<file path="config.mk">
export PLATFORM = sky130hd
export DESIGN_NAME = mem_port_arbiter
export DESIGN_NICKNAME = d
export VERILOG_FILES = /design/src/rtl/cpu_pkg.sv /design/src/rtl/mem_wait_counter.sv /design/src/rtl/mem_port_arbiter.sv
export SDC_FILE = /design/constraint.sdc
export NUM_CORES = 1
export LEC_CHECK = 0
export CAP_MARGIN = 20
export CORE_ASPECT_RATIO = 1.2
export CORE_MARGIN = 1.5
export CORE_UTILIZATION = 45
export CTS_BUF_LIST = sky130_fd_sc_hd__clkbuf_4
export CTS_CLUSTER_DIAMETER = 50
export CTS_CLUSTER_SIZE = 14
export DETAILED_ROUTE_END_ITERATION = 8
export HOLD_SLACK_MARGIN = 0.02
export PLACE_DENSITY_LB_ADDON = 0.05
export SYNTH_ARGS = -nofsm -noshare
export SYNTH_HDL_FRONTEND = slang
export SYNTH_SLANG_ARGS = --single-unit
</file>
<file path="constraint.sdc">
create_clock -name clk -period 3.9 [get_ports clk]
set_clock_uncertainty 0.15 [all_clocks]
set_input_delay 0.39 -clock clk [delete_from_list [all_inputs] [get_ports clk]]
set_output_delay 0.39 -clock clk [all_outputs]
set_load 0.05 [all_outputs]
</file>
<file path="src/rtl/cpu_pkg.sv">
// Shared arbiter types: FSM state and requester identifiers.
// Also fixes the legal wait-state range for the memory port.
package cpu_pkg;

    typedef enum logic [1:0] {
        ARB_IDLE   = 2'd0,
        ARB_ACCESS = 2'd1,
        ARB_DONE   = 2'd2
    } arb_state_e;

    typedef enum logic {
        ARB_SRC_IF   = 1'b0,
        ARB_SRC_DATA = 1'b1
    } arb_src_e;

    localparam int MEM_LAT_MIN = 1;
    localparam int MEM_LAT_MAX = 15;

    function automatic arb_src_e arb_other(input arb_src_e s);
        return (s == ARB_SRC_IF) ? ARB_SRC_DATA : ARB_SRC_IF;
    endfunction

endpackage

</file>
<file path="src/rtl/mem_wait_counter.sv">
// Down-counter covering memory wait states.
// Load has priority over decrement; the count stops at zero.
import cpu_pkg::*;

module mem_wait_counter #(
    parameter int CNT_W = 4
) (
    input  logic             clk,
    input  logic             rst_n,
    input  logic             load,
    input  logic [CNT_W-1:0] load_val,
    input  logic             dec,
    output logic             zero
);

    logic [CNT_W-1:0] cnt_q;

    always_ff @(posedge clk or negedge rst_n) begin
        if (!rst_n) begin
            cnt_q <= '0;
        end else if (load) begin
            cnt_q <= load_val;
        end else if (dec && (cnt_q != '0)) begin
            cnt_q <= cnt_q - 1'b1;
        end
    end

    assign zero = (cnt_q == '0);

endmodule

</file>
<file path="src/rtl/mem_port_arbiter.sv">
// Shares one data-memory port between fetch and load/store.
// MEM_ARB_ROUND_ROBIN_EN: alternate winners on ties (default DATA first).
import cpu_pkg::*;

module mem_port_arbiter #(
    parameter int AW      = 32,
    parameter int DW      = 32,
    parameter int MEM_LAT = 2,
    parameter int CNT_W   = 4
) (
    input  logic          clk,
    input  logic          rst_n,
    input  logic          if_req,
    input  logic [AW-1:0] if_addr,
    output logic          if_gnt,
    output logic          if_done,
    output logic [DW-1:0] if_rdata,
    input  logic          d_req,
    input  logic          d_we,
    input  logic [AW-1:0] d_addr,
    input  logic [DW-1:0] d_wdata,
    output logic          d_gnt,
    output logic          d_done,
    output logic [DW-1:0] d_rdata,
    output logic [AW-1:0] mem_addr,
    output logic [DW-1:0] mem_wdata,
    output logic          mem_we,
    input  logic [DW-1:0] mem_rdata,
    output logic          busy
);

    if (MEM_LAT < MEM_LAT_MIN || MEM_LAT > MEM_LAT_MAX) begin : g_lat_chk
        $error("mem_port_arbiter: MEM_LAT must be 1..15");
    end
    if (MEM_LAT > (1 << CNT_W)) begin : g_cnt_chk
        $error("mem_port_arbiter: CNT_W too narrow for MEM_LAT");
    end

    localparam logic [CNT_W-1:0] LOAD_VAL = CNT_W'(MEM_LAT - 1);

    arb_state_e state_q;
    arb_src_e   src_q;
    arb_src_e   win;
    logic       we_q;
    logic       any_req;
    logic       start;
    logic       cnt_zero;

    assign any_req = if_req | d_req;
    assign start   = (state_q == ARB_IDLE) && any_req;

`ifdef MEM_ARB_ROUND_ROBIN_EN
    arb_src_e last_q;

    // On a tie the requester that did not win last time goes first.
    always_comb begin
        win = ARB_SRC_IF;
        unique case (1'b1)
            (if_req && d_req): win = arb_other(last_q);
            d_req:             win = ARB_SRC_DATA;
            default:           win = ARB_SRC_IF;
        endcase
    end

    always_ff @(posedge clk or negedge rst_n) begin
        if (!rst_n) begin
            last_q <= ARB_SRC_IF;
        end else if (start) begin
            last_q <= win;
        end
    end
`else
    always_comb begin
        win = ARB_SRC_IF;
        unique case (1'b1)
            d_req:   win = ARB_SRC_DATA;
            default: win = ARB_SRC_IF;
        endcase
    end
`endif

    mem_wait_counter #(
        .CNT_W(CNT_W)
    ) u_wait (
        .clk     (clk),
        .rst_n   (rst_n),
        .load    (start),
        .load_val(LOAD_VAL),
        .dec     (state_q == ARB_ACCESS),
        .zero    (cnt_zero)
    );

    always_ff @(posedge clk or negedge rst_n) begin
        if (!rst_n) begin
            state_q   <= ARB_IDLE;
            src_q     <= ARB_SRC_IF;
            we_q      <= 1'b0;
            mem_addr  <= '0;
            mem_wdata <= '0;
            mem_we    <= 1'b0;
            if_gnt    <= 1'b0;
            d_gnt     <= 1'b0;
            if_done   <= 1'b0;
            d_done    <= 1'b0;
            if_rdata  <= '0;
            d_rdata   <= '0;
        end else begin
            if_gnt  <= 1'b0;
            d_gnt   <= 1'b0;
            if_done <= 1'b0;
            d_done  <= 1'b0;
            mem_we  <= 1'b0;
            unique case (state_q)
                ARB_IDLE: begin
                    if (any_req) begin
                        src_q   <= win;
                        state_q <= ARB_ACCESS;
                        if (win == ARB_SRC_DATA) begin
                            mem_addr  <= d_addr;
                            mem_wdata <= d_wdata;
                            we_q      <= d_we;
                            mem_we    <= d_we;
                            d_gnt     <= 1'b1;
                        end else begin
                            mem_addr  <= if_addr;
                            mem_wdata <= '0;
                            we_q      <= 1'b0;
                            if_gnt    <= 1'b1;
                        end
                    end
                end
                ARB_ACCESS: begin
                    // Read data is valid on the last wait cycle.
                    if (cnt_zero) begin
                        state_q <= ARB_DONE;
                        if (src_q == ARB_SRC_IF) begin
                            if_rdata <= mem_rdata;
                            if_done  <= 1'b1;
                        end else begin
                            if (!we_q) begin
                                d_rdata <= mem_rdata;
                            end
                            d_done <= 1'b1;
                        end
                    end
                end
                ARB_DONE: begin
                    state_q <= ARB_IDLE;
                end
                default: begin
                    state_q <= ARB_IDLE;
                end
            endcase
        end
    end

    assign busy = (state_q != ARB_IDLE);

endmodule

</file>
==> results.toml <==
[cts]
cts_setup_buffers = 0
clkLatencyLatePin_ns = 0.51
cts_tree = "built"
cts.htree.levels = 4
cts_buffers = 17
ctsRootBufferMaster = "clkbuf_4"
cts_resized = 0
hold_buffers = 2
cts_num_sinks = 141
clock_path_buffers = 2
clk_pin_slew_ns = 0.13

[power_and_ir_drop]
powerDensity_mw_per_mm2 = 994.4
clock_power_share_pct = 10.1
leakage_nw = 3.890
swShare_pct = 48.91
peakVddDrop_uv = 502.6
internal_power_mw = 4.499
p_sw_mw = 4.307
totalPowerFinal_mw = 8.807
comb_power_share_pct = 61.0
power_frac_seq_pct = 28.9

[placed_design]
port_buffers = 266
dpl.hpwl_mm = 10.16
gp_congestion = 0.7428

[sta]
setup_tns_ns = 0
finalCriticalPeriod_ns = 2.861
timing.hold.ws_ns = 0.1120
finalHoldViolations = 0
maxClockFrequency_mhz = 349.5
worst_pin_slew_ns = 1.070
fin_crit_sh_pct = 73.36
slew_headroom_pct = 28.66
rsz0062_at_grt = "no"
setup_viol = 0
slew_violations = 0

[critical_path]
required_ns = 3.36
worstPathArrival_ns = 2.32
r2r_start = "u_wait.cnt_q[0]"
crit_path_end_kind = "output pin"
start_kind = "flip-flop"
r2r_slack_ns = 1.15
critPathKind = "reg -> out"
r2r_end = "if_rdata[10]"
r2r_cells = 5
cp_max_fo = 28

[drt]
drtIter0Drc = 160
drtAntennaViolNets = 0
wl_per_cell_um = 16.82
drc = 0
totalWireLength_mm = 14.24
first_pass_iters = 4
vias = 4334
avgViaCountPerCell = 5.117

[finish]
syn2layout_area_growth_pct = 54.14
finalNetCount = 804
final_common_cell = "clkdlybuf4s50_1"
layout_common_cells = "clkdlybuf4s50_1 (264), dfrtp_1 (141), mux2_2 (35)"
layout-drive-gt1-share_pct = 16.42
final_util_pct = 70.53

[floorplan]
dieArea_mm2 = 0.01346
core_area_mm2 = 0.01256
boundaryPins = 267
die_h_um = 126.8
start_util_pct = 45.76
die_w_um = 106.2
rows = 45

[synth]
yosys.area_share.adder_pct = 0.4355
synth-xor-area-share_pct = 0
synthCells = 406
synth_seq_cells = 141
ys.flop_type = "dfrtp_1"
synth_top_area_share_pct = 61.41
yosysSeqAreaShare_pct = 61.41
ys_warn_count = 0
synthDistinctLibCells = 35
synth_nets = 541
synth_top_family_by_area = "multiplexers"
async_flop_share_pct = 100.0
syn_area_per_cell_um2 = 14.15
netlist_area_mm2 = 0.005746
synth_edf_count = 0
synth_mux_area_share_pct = 20.01
synthSimpleGateAreaFrac_pct = 2.570
synth_compound_area_share_pct = 12.22
synthTopCellsByArea = "dfrtp_1 (61%), mux2_4 (7.6%), mux2_2 (6.9%)"
synth_top_area_cell = "dfrtp_1"

[global_routing]
grt_pass1_vias = 4484
top_usage_layer = "met2"
grt_util_met1_pct = 25.76
grt-ovfl-total = 0
antenna_found_initial = 1
grtUsageTotal_pct = 21.60
grt_util_met3_pct = 7.143
grt_max_degree = 117
grt_first_pass_wirelength_mm = 22.59
grtUsageMet2_pct = 36.02

[run]
maxCapViolCount = 0

[run_status]
status = "finished clean"

[min_path]
hold_class = "in -> async"
[layout make-up]
type	instances	area [µm²]
diodes	1	2.502
clock buffers	18	135.1
clock inverters	14	137.6
fillers	906	3700
inverters	4	15.01
multi-input cells	229	2033
flip-flops and latches	141	3528
well taps	164	205.2
repair buffers	276	2799
[registers in the layout, summed over array words and instances, names as in the netlist]
| name | flops |
|---|---|
| d_done | 1 |
| d_gnt | 1 |
| d_rdata | 32 |
| if_done | 1 |
| if_gnt | 1 |
| if_rdata | 32 |
| mem_addr | 32 |
| mem_wdata | 32 |
| mem_we | 1 |
| src_q | 1 |
| state_q | 2 |
| u_wait.cnt_q | 4 |
| we_q | 1 |
[power groups by stage]
stage	registers, mW	logic (mW)	clock network (mW)
finish	2.54	5.37	0.894
detailed placement	2.56	5.41	0
floorplan	4.81	1.29	0
global route	2.63	5.60	0.988
global placement	2.54	5.28	0
CTS	2.54	5.41	0.926
[cell usage after synthesis, types with 2 or more instances]
cell type,n
nor2_1,4
nand2_1,5
a21oi_1,34
mux2_4,29
buf_12,3
a31oi_1,32
a22o_1,32
nor3_1,4
mux2i_1,32
clkbuf_1,23
and3_1,2
ha_1,2
a21o_1,2
dfrtp_1,141
buf_1,4
inv_1,4
mux2_2,35
[cell families after synthesis]
kind of cell	Yosys count
adder cells (fa/ha/maj)	2
AO/OA/AOI/OAI	105
AND/OR/NAND/NOR	26
multiplexers	96
buffers and inverters	36
flip-flops	141
[critical path, cell delays in order (launching register included)]
cell and delay (ns):
dfrtp_1 0.46, nor2_4 0.49, inv_1 0.13, clkdlybuf4s50_1 0.73
[worst max-delay path by stage]
stage                                from           end  slack [ns]  cells past startpoint
after floorplan           u_wait.cnt_q[0]  if_rdata[10]        1.68                      7
after global placement    u_wait.cnt_q[0]   if_rdata[5]        1.21                      5
after detailed placement  u_wait.cnt_q[0]  if_rdata[10]        1.16                      5
after CTS                      state_q[0]          busy        0.96                      3
after global routing           state_q[0]          busy        0.86                      3
final                          state_q[0]          busy        1.04                      3
[routing by layer]
metal / routed length (µm) / part of all wire [%]
met1: 5805 / 41
met2: 7037 / 49
met3: 1058 / 7.4
met4: 342 / 2.4
met5: 0 / 0
[metrics by stage]
step	instance area (µm²)	setup WS, ns	instances
3_5_place_dp	8533	1.160	811
4_1_cts	8826	0.9637	845
5_1_grt	8856	0.8568	847
2_1_floorplan	5746	1.677	406
3_3_place_gp	8478	1.207	809
6_report	8856	1.039	847
No activity file was read; power rests on OpenSTA's default activity.
